## src/rtl/uart_pkg.sv

```systemverilog
// uart_pkg: shared definitions for the UART receive path.
//   - rx_state_t : receive FSM state encodings (3 bits)
//   - C_SAMPLE_* : 16x oversampling sample points within one bit
//   - C_BIT_END  : last oversampling tick of a bit (counter wraps after it)
//   - C_DATA_W   : data bits per frame
//   - maj3       : 2-of-3 majority vote
package uart_pkg;

    typedef enum logic [2:0] {
        ST_IDLE  = 3'd0,
        ST_START = 3'd1,
        ST_DATA  = 3'd2,
        ST_PARI  = 3'd3,
        ST_STOP  = 3'd4,
        ST_STOP2 = 3'd5
    } rx_state_t;

    localparam logic [3:0] C_SAMPLE_A = 4'd6;
    localparam logic [3:0] C_SAMPLE_B = 4'd7;
    localparam logic [3:0] C_SAMPLE_C = 4'd8;
    localparam logic [3:0] C_BIT_END  = 4'd15;

    localparam int C_DATA_W = 8;

    function automatic logic maj3(input logic a, input logic b, input logic c);
        return (a & b) | (a & c) | (b & c);
    endfunction

endpackage

```

## src/rtl/uart_rx_sync.sv

```systemverilog
// uart_rx_sync: metastability synchronizer and falling-edge detector for the
// asynchronous RX line.
//   FPGA_CLK   in   system clock
//   FPGA_RST   in   asynchronous active-high reset (flops preset to idle-high)
//   IRXD       in   raw RX line
//   rxd_s      out  synchronized RX value
//   start_edge out  high for one clock when rxd_s falls (1 -> 0)
// P_SYNC_STAGES must be at least 2.
module uart_rx_sync #(
    parameter int P_SYNC_STAGES = 2
) (
    input  logic FPGA_CLK,
    input  logic FPGA_RST,
    input  logic IRXD,
    output logic rxd_s,
    output logic start_edge
);

    logic [P_SYNC_STAGES-1:0] sync_q;
    logic                     rxd_d;

    always_ff @(posedge FPGA_CLK or posedge FPGA_RST) begin
        if (FPGA_RST) begin
            sync_q <= '1;
            rxd_d  <= 1'b1;
        end else begin
            sync_q <= {sync_q[P_SYNC_STAGES-2:0], IRXD};
            rxd_d  <= sync_q[P_SYNC_STAGES-1];
        end
    end

    assign rxd_s      = sync_q[P_SYNC_STAGES-1];
    assign start_edge = rxd_d & ~rxd_s;

endmodule

```

## src/rtl/uart_rx.sv

```systemverilog
// uart_rx: 16x-oversampled UART receiver (1 start, 8 data LSB first,
// optional parity, 1 or 2 stop bits).
//   FPGA_CLK    in   system clock
//   FPGA_RST    in   asynchronous active-high reset
//   IRXD        in   RX line, asynchronous, idles high
//   IPARITY_EN  in   parity bit present (latched at start detect)
//   IODD_PARITY in   1 = odd, 0 = even parity (latched at start detect)
//   ISTOP2_EN   in   check two stop bits (latched at start detect)
//   IBAUD_RATE  in   one-clock tick at 16x bit rate
//   ORX_DVLD    out  one-clock pulse, data and flags valid
//   ORX_DT      out  received byte
//   OPARITY_ERR out  parity mismatch on last frame
//   OFRAME_ERR  out  stop bit sampled low on last frame
//   ORX_BUSY    out  FSM not idle
//
// state | meaning
// IDLE  | waiting for falling edge on synchronized line
// START | checking start bit, false start returns to IDLE
// DATA  | shifting in 8 data bits, LSB first
// PARI  | capturing parity bit
// STOP  | checking first stop bit (single stop exits at its mid-bit decision)
// STOP2 | checking second stop bit, exits at its mid-bit decision
module uart_rx
    import uart_pkg::*;
#(
    parameter int P_SYNC_STAGES = 2
) (
    input  logic       FPGA_CLK,
    input  logic       FPGA_RST,
    input  logic       IRXD,
    input  logic       IPARITY_EN,
    input  logic       IODD_PARITY,
    input  logic       ISTOP2_EN,
    input  logic       IBAUD_RATE,
    output logic       ORX_DVLD,
    output logic [7:0] ORX_DT,
    output logic       OPARITY_ERR,
    output logic       OFRAME_ERR,
    output logic       ORX_BUSY
);

    rx_state_t             state_q;
    rx_state_t             state_d;

    logic                  rxd_s;
    logic                  start_edge;
    logic                  start_det;
    logic                  tick_act;
    logic                  bit_dec;
    logic                  bit_end;
    logic                  maj;
    logic                  frame_done;
    logic                  parity_exp;

    logic [3:0]            cnt16_q;
    logic [2:0]            cnt8_q;
    logic [C_DATA_W-1:0]   data_q;
    logic                  samp_a_q;
    logic                  samp_b_q;
    logic                  par_en_q;
    logic                  odd_q;
    logic                  stop2_q;
    logic                  par_bit_q;
    logic                  frame_q;
    logic                  dvld_pend_q;

    uart_rx_sync #(
        .P_SYNC_STAGES (P_SYNC_STAGES)
    ) u_sync (
        .FPGA_CLK   (FPGA_CLK),
        .FPGA_RST   (FPGA_RST),
        .IRXD       (IRXD),
        .rxd_s      (rxd_s),
        .start_edge (start_edge)
    );

    assign start_det = (state_q == ST_IDLE) && start_edge;
    assign tick_act  = IBAUD_RATE && (state_q != ST_IDLE);
    assign bit_dec   = tick_act && (cnt16_q == C_SAMPLE_C);
    assign bit_end   = tick_act && (cnt16_q == C_BIT_END);
    // Third vote is the live line value on the decision tick itself.
    assign maj       = maj3(samp_a_q, samp_b_q, rxd_s);
    assign parity_exp = (^data_q) ^ odd_q;
    assign ORX_BUSY  = (state_q != ST_IDLE);

    always_ff @(posedge FPGA_CLK or posedge FPGA_RST) begin
        if (FPGA_RST) begin
            state_q <= ST_IDLE;
        end else begin
            state_q <= state_d;
        end
    end

    always_comb begin
        state_d    = state_q;
        frame_done = 1'b0;
        case (state_q)
            ST_IDLE: begin
                if (start_det) state_d = ST_START;
            end
            ST_START: begin
                if (bit_dec && maj) state_d = ST_IDLE;
                else if (bit_end)   state_d = ST_DATA;
            end
            ST_DATA: begin
                if (bit_end && (cnt8_q == 3'd7))
                    state_d = par_en_q ? ST_PARI : ST_STOP;
            end
            ST_PARI: begin
                if (bit_end) state_d = ST_STOP;
            end
            ST_STOP: begin
                // Single stop leaves at mid-bit so the next start edge is
                // caught even with zero idle between frames.
                if (bit_dec && !stop2_q) begin
                    state_d    = ST_IDLE;
                    frame_done = 1'b1;
                end else if (bit_end) begin
                    state_d = ST_STOP2;
                end
            end
            ST_STOP2: begin
                if (bit_dec) begin
                    state_d    = ST_IDLE;
                    frame_done = 1'b1;
                end
            end
            default: state_d = ST_IDLE;
        endcase
    end

    always_ff @(posedge FPGA_CLK or posedge FPGA_RST) begin
        if (FPGA_RST) begin
            cnt16_q     <= 4'd0;
            cnt8_q      <= 3'd0;
            data_q      <= '0;
            samp_a_q    <= 1'b1;
            samp_b_q    <= 1'b1;
            par_en_q    <= 1'b0;
            odd_q       <= 1'b0;
            stop2_q     <= 1'b0;
            par_bit_q   <= 1'b0;
            frame_q     <= 1'b0;
            dvld_pend_q <= 1'b0;
        end else begin
            dvld_pend_q <= frame_done;

            if (state_q == ST_IDLE) begin
                cnt16_q <= 4'd0;
                cnt8_q  <= 3'd0;
            end else if (IBAUD_RATE) begin
                cnt16_q <= cnt16_q + 4'd1;
            end

            if (start_det) begin
                par_en_q <= IPARITY_EN;
                odd_q    <= IODD_PARITY;
                stop2_q  <= ISTOP2_EN;
                frame_q  <= 1'b0;
            end

            if (tick_act && (cnt16_q == C_SAMPLE_A)) samp_a_q <= rxd_s;
            if (tick_act && (cnt16_q == C_SAMPLE_B)) samp_b_q <= rxd_s;

            if (state_q == ST_DATA) begin
                if (bit_dec) data_q[cnt8_q] <= maj;
                if (bit_end) cnt8_q <= cnt8_q + 3'd1;
            end

            if ((state_q == ST_PARI) && bit_dec) par_bit_q <= maj;
            if ((state_q == ST_STOP) && bit_dec) frame_q <= ~maj;
            if ((state_q == ST_STOP2) && bit_dec) frame_q <= frame_q | ~maj;
        end
    end

    // Output register loads one clock after the final stop decision, when
    // frame_q has already absorbed that decision.
    always_ff @(posedge FPGA_CLK or posedge FPGA_RST) begin
        if (FPGA_RST) begin
            ORX_DVLD    <= 1'b0;
            ORX_DT      <= 8'h00;
            OPARITY_ERR <= 1'b0;
            OFRAME_ERR  <= 1'b0;
        end else begin
            ORX_DVLD <= dvld_pend_q;
            if (dvld_pend_q) begin
                ORX_DT      <= data_q;
                OPARITY_ERR <= par_en_q & (par_bit_q ^ parity_exp);
                OFRAME_ERR  <= frame_q;
            end
        end
    end

endmodule

```

## config.mk

```make
export PLATFORM = sky130hd
export DESIGN_NAME = uart_rx
export DESIGN_NICKNAME = d
export VERILOG_FILES = /design/src/rtl/uart_pkg.sv /design/src/rtl/uart_rx_sync.sv /design/src/rtl/uart_rx.sv
export SDC_FILE = /design/constraint.sdc
export NUM_CORES = 1
export LEC_CHECK = 0
export CAP_MARGIN = 30
export CORE_UTILIZATION = 39
export CTS_BUF_LIST = sky130_fd_sc_hd__clkbuf_16
export CTS_CLUSTER_DIAMETER = 30
export DETAILED_ROUTE_END_ITERATION = 8
export DONT_BUFFER_PORTS = 1
export PLACE_DENSITY_LB_ADDON = 0.1
export SLEW_MARGIN = 15
export SYNTH_ARGS = -nofsm -noshare
export SYNTH_HDL_FRONTEND = slang
export SYNTH_SLANG_ARGS = --single-unit
export TNS_END_PERCENT = 5
```

## constraint.sdc

```tcl
create_clock -name FPGA_CLK -period 2 [get_ports FPGA_CLK]
set_input_delay 0.4 -clock FPGA_CLK [delete_from_list [all_inputs] [get_ports FPGA_CLK]]
set_output_delay 0.4 -clock FPGA_CLK [all_outputs]
set_load 0.005 [all_outputs]
```

## Word-level counts from Yosys, hierarchy flattened

Index checks and enable logic that the tools add are counted.

| word-level totals | value |
|---|---|
| register bits after elaboration | 40 |
| bits of input ports | 7 |
| output and inout bits | 12 |
| word-level logic and storage cells | 95 |

| operators by class | value |
|---|---|
| add/sub/neg operators | 2 |
| magnitude comparators | 2 |
| eq/ne operators | 16 |
| mux-type cells | 24 |
| bitwise operators | 12 |
| reductions and logical operators | 21 |

Operators with widths:

| kind | count |
|---|---|
| $mux 3 | 12 |
| $pmux 3 s6 | 1 |
| $logic_and 1x1->1 | 13 |
| $eq 3x3->1 const B | 3 |
| $bwmux 8 | 1 |
| $eq 4x3->1 const B | 2 |
| $eq 4x4->1 const B | 2 |
| $mux 4 | 2 |
| $ne 2x2->1 const B | 4 |
| $reduce_xor 8->1 | 1 |
| $eq 3x2->1 const B | 2 |
| $mux 1 | 6 |
| $ne 3x3->1 const B | 2 |
| $reduce_and 6->1 | 1 |
| $reduce_bool 3->1 | 2 |
| $and 1x1->1 | 5 |
| $add 4x1->4 const B | 1 |
| $lt 3x4->1 const B | 1 |
| $add 3x1->3 const B | 1 |
| $demux 1 s3 | 1 |
| $eq 3x1->1 const B | 1 |
| $ge 3x1->1 const B | 1 |
| $logic_not 3->1 | 1 |
| $or 1x1->1 | 3 |
| 6 further kinds | 8 |

## Longest topological paths before layout

Gate-level depths: netlist (run 1).

| logic depth | value |
|---|---|
| depth after elaboration | 6 |
| depth in mapped cells | 6 |
| gate-level depth less buffers | 6 |

## Hierarchy

From an unflattened synthesis (run 1), not the netlist that was laid out.

| unflattened totals | value |
|---|---|
| cells, all modules | 171 |
| area total of the unflattened synthesis | 2,028.2 um^2 |

Modules (own cells, without submodules):

| module | times used | cells an instance | area each (um^2) | seq. area each (um^2) |
|---|---|---|---|---|
| uart_rx | 1 | 166 | 1,931.9 | 928.4 |
| uart_rx_sync | 1 | 5 | 96.3 | 78.8 |

## Least setup slack after synthesis (run 1)

Ideal clock, no wire load.

| timing | value |
|---|---|
| path type | register to register |
| start | register cnt16_q[0] |
| end | register state_q[2] |
| library setup time | 0.125 ns |
| arrival time | 1.676 ns |
| data required time | 1.875 ns |
| setup slack | 0.199 ns |
| stages on the path, launching flop included | 7 |
| path buffers | 0 |
| period minus slack after synthesis | 1.801 ns |
| cells stage by stage | dfrtp_1 -> inv_1 -> ha_1 -> and4b_4 -> and3_4 -> o32ai_4 -> mux2_4 |

| between the ends | value |
|---|---|
| longest elaborated chain between the ends | 5 |
| elaborated cells between the ends (all ways) | 16 |
| those cells by class | 7 x eq/ne; 3 x mux; 6 x reduce/logical |

Ends and longest elaborated chain:

| item | line | RTL |
|---|---|---|
| from (decl) | uart_rx.sv:55 | `logic [3:0] cnt16_q;` |
| from (signal assigned) | uart_rx.sv:152 | `cnt16_q <= cnt16_q + 4'd1;` |
| $eq 4x4->1, on equally long branches | uart_rx.sv:79, uart_rx.sv:80 |  |
| $logic_and 1x1->1, on equally long branches | uart_rx.sv:79, uart_rx.sv:80 |  |
| $logic_and 1x1->1, on equally long branches | uart_rx.sv:115, uart_rx.sv:102, uart_rx.sv:106 |  |
| $ne 3x3->1 (no line), or another cell as far along | -- |  |
| $reduce_and 6->1 (no line) / $pmux 3 s6 (equally long branches) | -- |  |
| to (signal assigned) | uart_rx.sv:90 | `state_q <= state_d;` |
| to (decl) | uart_rx.sv:42 | `rx_state_t state_q;` |

Several ways; a longest one is shown, not always the timed one.
A chain may end at the register's enable or synchronous reset.

## Worst setup path in the final report (run 1)

| timing | value |
|---|---|
| start | register cnt16_q[1] |
| end | register state_q[2] |

The elaborated chain is that of the path after synthesis.

==> reports/metrics.cfg, run 1 <==
[placement]
port_buffers = 0
gp_congestion = 0.8975
dpl_worst_slack_ps = 48.42
hpwlAfterDp_um = 2592
post-place-cells = 234

[layout]
regArea_um2 = 1010
diodes = 0
multi_input_area_um2 = 984.7
utilization = 0.4818
nets = 189
final_common_cell = dfrtp_1
layout-drive-gt1-share = 0.3483
final_cells = 245
final_cell_mix = 33 x dfrtp_1, 22 x mux2_2, 14 x nand2_1, 11 x nor2_1, 11 x buf_4
area_delta_synth_final_pct = 15.42
fillers = 452

[floorplan]
die-area_um2 = 5516
rows = 25
pin_count = 19
die_w_um = 74.27
core_area_um2 = 4880
initial_core_util = 0.4174
dieHeight_um = 74.27

[logic_synthesis]
synth.distinct_cells = 47
ys_seq_area_frac = 0.4945
post_synth.cell_area_avg_um2 = 12.35
syn_nets = 177
async_reset_ff_frac = 1.000
yosysWarnings = 0
synth_seq_cells = 40
synth_edf_count = 0
syn_area_um2 = 2037
syn_inst = 165
synth-main-ff-cell = dfrtp_1

[timing]
clock_skew_ps = 5.302
setup_violations = 0
period_minus_slack_ps = 1888
drv_slew = 0
whs_ps = 118.3
worst_slack_ps = 112.4
slew_headroom = 0.6699
worst_pin_slew_ps = 495.2
fmaxAchievable_mhz = 529.8
fin_crit_sh = 0.9438
hold_viol = 0

[power]
p_total_mw = 2.924
peakVddDrop_mv = 0.4829
powerDensity_nw_per_um2 = 1244
p_leak_nw = 1.082

[grt]
grt.total_usage = 0.1536
grt-ovfl-total = 0
grt_pass1_vias = 1294
grt_max_degree = 41
grt_pass1_wl_um = 6203
grt_antenna_before_repair = 0

[critical_path]
timing.rr.start = cnt16_q[1]
reg2reg_depth = 7
startpoint = cnt16_q[1]
cp-end-kind = register
slowest_stage = dfrtp_1
crit_path_max_fanout = 5
r2r_end = state_q[2]
crit_end = state_q[2]
startpoint_type = register
cp.required_ps = 2160
regToRegSetupSlack_ps = 110
criticalPathCategory = reg -> reg
crit_path_cell_trace = inv_1, ha_2, nand4b_4, buf_4, o211ai_2, o32ai_4, mux2_4
crit_arrival_ps = 2050
slowest_delay_ps = 430

[clock_network]
htreeDepth = 2
cts-hold-fix-buffers = 0
clkSinkCount = 40
clock_latency_ps = 280
cts_root_buf = clkbuf_16
cts_tree = yes
cts_max_path_buffers = 2
cts_buffers = 5
cts.clk_slew.worst_paths_ps = 60

[detailed_routing]
drt-vias-per-instance = 5.163
first_pass_iters = 4
drcViolationCount = 0
routedWlPerCell_um = 14.98
antenna_left = 0
drt-initial-drc-count = 44
drt_wl_total_um = 3669
num_vias = 1265

[worst_hold_path]
min-delay-path-class = in -> async

[run_status]
status = completed

[flow_run]
maxCapViolCount = 0

## what timing repair did
item,in CTS,in global routing
buffers inserted,0,3
gates resized for setup,0,4
setup endpoints to repair,0,2
## power by group
group | switching, mW | total (mW) | internal [mW] | leakage [nW]
logic | 0.426 | 0.876 | 0.451 | 0.477
registers | 0.198 | 1.16 | 0.958 | 0.523
clock network | 0.306 | 0.892 | 0.586 | 0.0814
## critical path: cells and delay by family, from the launching register on
kind / cells / cell delay [ps]
fa+ha+maj: 1 / 190
flops: 1 / 430
compound gates: 2 / 480
buf+inv: 2 / 200
mux: 1 / 330
simple gates: 1 / 140
## synthesized netlist by cell type, drive strengths merged, types with 2 or more instances
cell type	count	area (µm²)
dfrtp	35	875.8
mux2	25	285.3
nand2	14	52.55
nor2	11	41.29
inv	6	22.52
nor2b	6	37.54
xnor2	6	52.55
a22o	5	43.79
dfstp	5	131.4
ha	5	62.56
buf	4	22.52
nor3	4	25.02
xor2	4	35.03
o32ai	3	52.56
clkbuf	2	7.510
nand2b	2	12.51
nand3	2	10.01
nand4	2	12.51
nor4	2	42.54
o211ai	2	20.02
o21ai	2	10.01
## per-layer routing
layer  wire (µm)  vias up  GRT usage
li1            -      607          -
met1        1795      630     0.2010
met2        1682       20     0.2404
met3         122        8    0.04743
met4          70        0    0.05660
met5           0        -          0
## final cells by class
class	count	area share
well taps	67	0.03566
repair buffers	11	0.03513
clock inverters	3	0.01809
clock buffers	5	0.05322
inverters	6	0.009580
flip-flops and latches	40	0.4295
multi-input cells	113	0.4188
## stage by stage
step	setup TNS, ps	area (µm²)
after floorplan	0	2037
after global placement	0	2151
after detailed placement	0	2151
after CTS	0	2318
after global routing	-13.35	2351
final	0	2351
## cell families after synthesis
logic type      count (synthesis)  share of synthesized area
fa+ha+maj                       6                    0.03624
compound gates                 20                    0.09215
buf+inv                        12                    0.02580
flops                          40                     0.4945
simple gates                   50                     0.1523
xor+xnor                       11                    0.05405
mux                            26                     0.1450
## worst min path at each step
stage | startpoint | end | slack, ps | cells past startpoint
2_1_floorplan | u_sync.sync_q[0] | u_sync.sync_q[1] | 350 | 0
3_3_place_gp | u_sync.sync_q[0] | u_sync.sync_q[1] | 350 | 0
3_5_place_dp | u_sync.sync_q[0] | u_sync.sync_q[1] | 350 | 0
4_1_cts | IRXD | u_sync.sync_q[0] | 110 | 0
5_1_grt | IRXD | u_sync.sync_q[0] | 110 | 0
6_report | FPGA_RST | ORX_DT[6] | 120 | 2
## sequential cells by signal, summed over array words and instances, names as in the netlist, 2 cells and up
signal,count
state_q,3
cnt16_q,4
data_q,8
ORX_DT,8
u_sync.sync_q,2
cnt8_q,3
Power figures use the tool's default switching activity.
==> run 2: changes to the inputs <==
--- a/config.mk
+++ b/config.mk
@@ -12,6 +12,7 @@
 export DETAILED_ROUTE_END_ITERATION = 8
 export DONT_BUFFER_PORTS = 1
 export PLACE_DENSITY_LB_ADDON = 0.1
+export SKIP_LAST_GASP = 1
 export SLEW_MARGIN = 15
 export SYNTH_ARGS = -nofsm -noshare
 export SYNTH_HDL_FRONTEND = slang
==> constraint.sdc (replaced) <==
create_clock -name FPGA_CLK -period 2 [get_ports FPGA_CLK]
set_input_delay 0.4 -clock FPGA_CLK [delete_from_list [all_inputs] [get_ports FPGA_CLK]]
set_output_delay 0.4 -clock FPGA_CLK [all_outputs]
set_load 0.1 [all_outputs]
==> run 2 against run 1 <==
  * Sequential share of layout area increased by 0.12 points
  * Non-clock buffer count shrank 1
  * Register-to-register slack lost 30 ps
  * Clock skew is essentially flat
  * Cell count down 0.41%
  * Sequential cell count unchanged
  * Final area shrank 0.53%
  * Worst hold slack got worse by 5.8 ps
  * Sequential power about the same
  * Largest cell class unchanged
  * Highest routed layer unchanged
==> reports/metrics.cfg, run 2 (synthesis results as in run 1) <==
[placement]
port_buffers = 0
dpl_worst_slack_ps = 96.05
hpwlAfterDp_um = 2594
gp_congestion = 0.8929

[timing]
whs_ps = 112.6
rsz0062_at_grt = no
drv_slew = 0
period_minus_slack_ps = 1914
clock_skew_ps = 5.614
slew_headroom = 0.4030
tns_ps = 0
worst_slack_ps = 86.23
worst_pin_slew_ps = 895.5
hold_viol = 0
fin_crit_sh = 0.9569
fmaxAchievable_mhz = 522.5
setup_violations = 0

[grt]
grt_max_degree = 41
grt-ovfl-total = 0
grt_util_met1 = 0.2017
busiest_layer = met2
grt_util_met3 = 0.04472
grt_pass1_vias = 1277
grt_pass1_wl_um = 6099
grt.met2_usage = 0.2263
grt_antenna_before_repair = 0
grt.total_usage = 0.1504

[clock_network]
clock_latency_ps = 280
cts_tree = yes
cts.clk_slew.worst_paths_ps = 60
cts_buffers = 5
cts_root_buf = clkbuf_16
clkSinkCount = 40
cts_max_path_buffers = 2
htreeDepth = 2

[layout]
diodes = 0
nets = 188
top_regs = ORX_DT x8, data_q x8, cnt16_q x4
final_common_cell = dfrtp_1
layout-drive-gt1-share = 0.3277
utilization = 0.4792
area_delta_synth_final_pct = 14.80
final_cell_mix = 35 x dfrtp_1, 22 x mux2_2, 14 x nand2_1, 11 x nor2_1, 10 x buf_4

[critical_path]
startpoint_type = register
crit_path_frequent_cell = ha_1
crit_path_max_fanout = 4
criticalPathCategory = reg -> reg
cp_top_family = compound AO/OA/AOI/OAI gates
cp-end-kind = register
slowest_stage = dfrtp_1
cp.required_ps = 2170
crit_path_cell_trace = ha_1, ha_1, a211oi_2, nor2_1, o32ai_4, mux2_4
critPathBufInv = 0
crit_arrival_ps = 2080
slowest_delay_ps = 430
regToRegSetupSlack_ps = 90

[power]
peakVddDrop_mv = 0.8218
p_leak_nw = 1.087
p_total_mw = 3.050
powerDensity_nw_per_um2 = 1304

[floorplan]
core_area_um2 = 4880
rows = 25
pin_count = 19
die-area_um2 = 5516
initial_core_util = 0.4174
dieHeight_um = 74.27
die_w_um = 74.27

[worst_hold_path]
min-delay-path-class = in -> reg

[detailed_routing]
drt-initial-drc-count = 50
num_vias = 1269
drt_wl_total_um = 3644
drt-vias-per-instance = 5.201
drcViolationCount = 0
first_pass_iters = 4
routedWlPerCell_um = 14.93
antenna_left = 0

[flow_run]
maxCapViolCount = 0

[run_status]
status = completed

## run 2: cell count changes in the layout (fill, tap and decap cells not counted), sizes merged
cell  change
buf       -1
## run 2: area by class of cell
cell class / count / area [µm²]
clock inverter: 3 / 42.54
sequential: 40 / 1007
tap: 67 / 83.83
timing repair buffer: 10 / 75.07
inverter: 6 / 22.52
multi-input combinational: 113 / 982.2
clock buffer: 5 / 125.1
fill: 474 / 2541
## run 2: what timing repair did
action                                  in CTS  in global routing
endpoints found under the setup margin       0                  1
resized for setup                            0                  1
setup buffers                                0                  1
hold buffers                                 0                  0
## run 2: final timing paths
path,end,cells past startpoint,start
worst max-delay path,state_q[2],6,cnt8_q[0]
worst min-delay path,u_sync.sync_q[0],0,IRXD
worst max register to register,state_q[2],6,cnt8_q[0]
worst min register to register,u_sync.sync_q[1],0,u_sync.sync_q[0]
max in group asynchronous,samp_b_q,2,FPGA_RST
min in group asynchronous,data_q[5],2,FPGA_RST
## run 2: metal layers
| metal | wire length (µm) | share of wire |
|---|---|---|
| met1 | 1799 | 0.49 |
| met2 | 1626 | 0.45 |
| met3 | 149 | 0.041 |
| met4 | 68 | 0.019 |
| met5 | 0 | 0 |
## run 2: through the flow
step | instance area, µm² | std cells
2_1_floorplan | 2037 | 165
3_3_place_gp | 2158 | 235
3_5_place_dp | 2158 | 235
4_1_cts | 2326 | 243
5_1_grt | 2338 | 244
6_report | 2338 | 244
## run 2: power by group
part | internal (mW) | total [mW] | switching, mW
combinational | 0.466 | 0.976 | 0.511
clock | 0.586 | 0.903 | 0.317
sequential | 0.954 | 1.17 | 0.216
total | 2.01 | 3.05 | 1.04
## run 2: worst register-to-register path, stage by stage (launching register included)
cell	delay (ps)
dfrtp_1	430
ha_1	230
ha_1	230
a211oi_2	200
nor2_1	100
o32ai_4	290
mux2_4	320
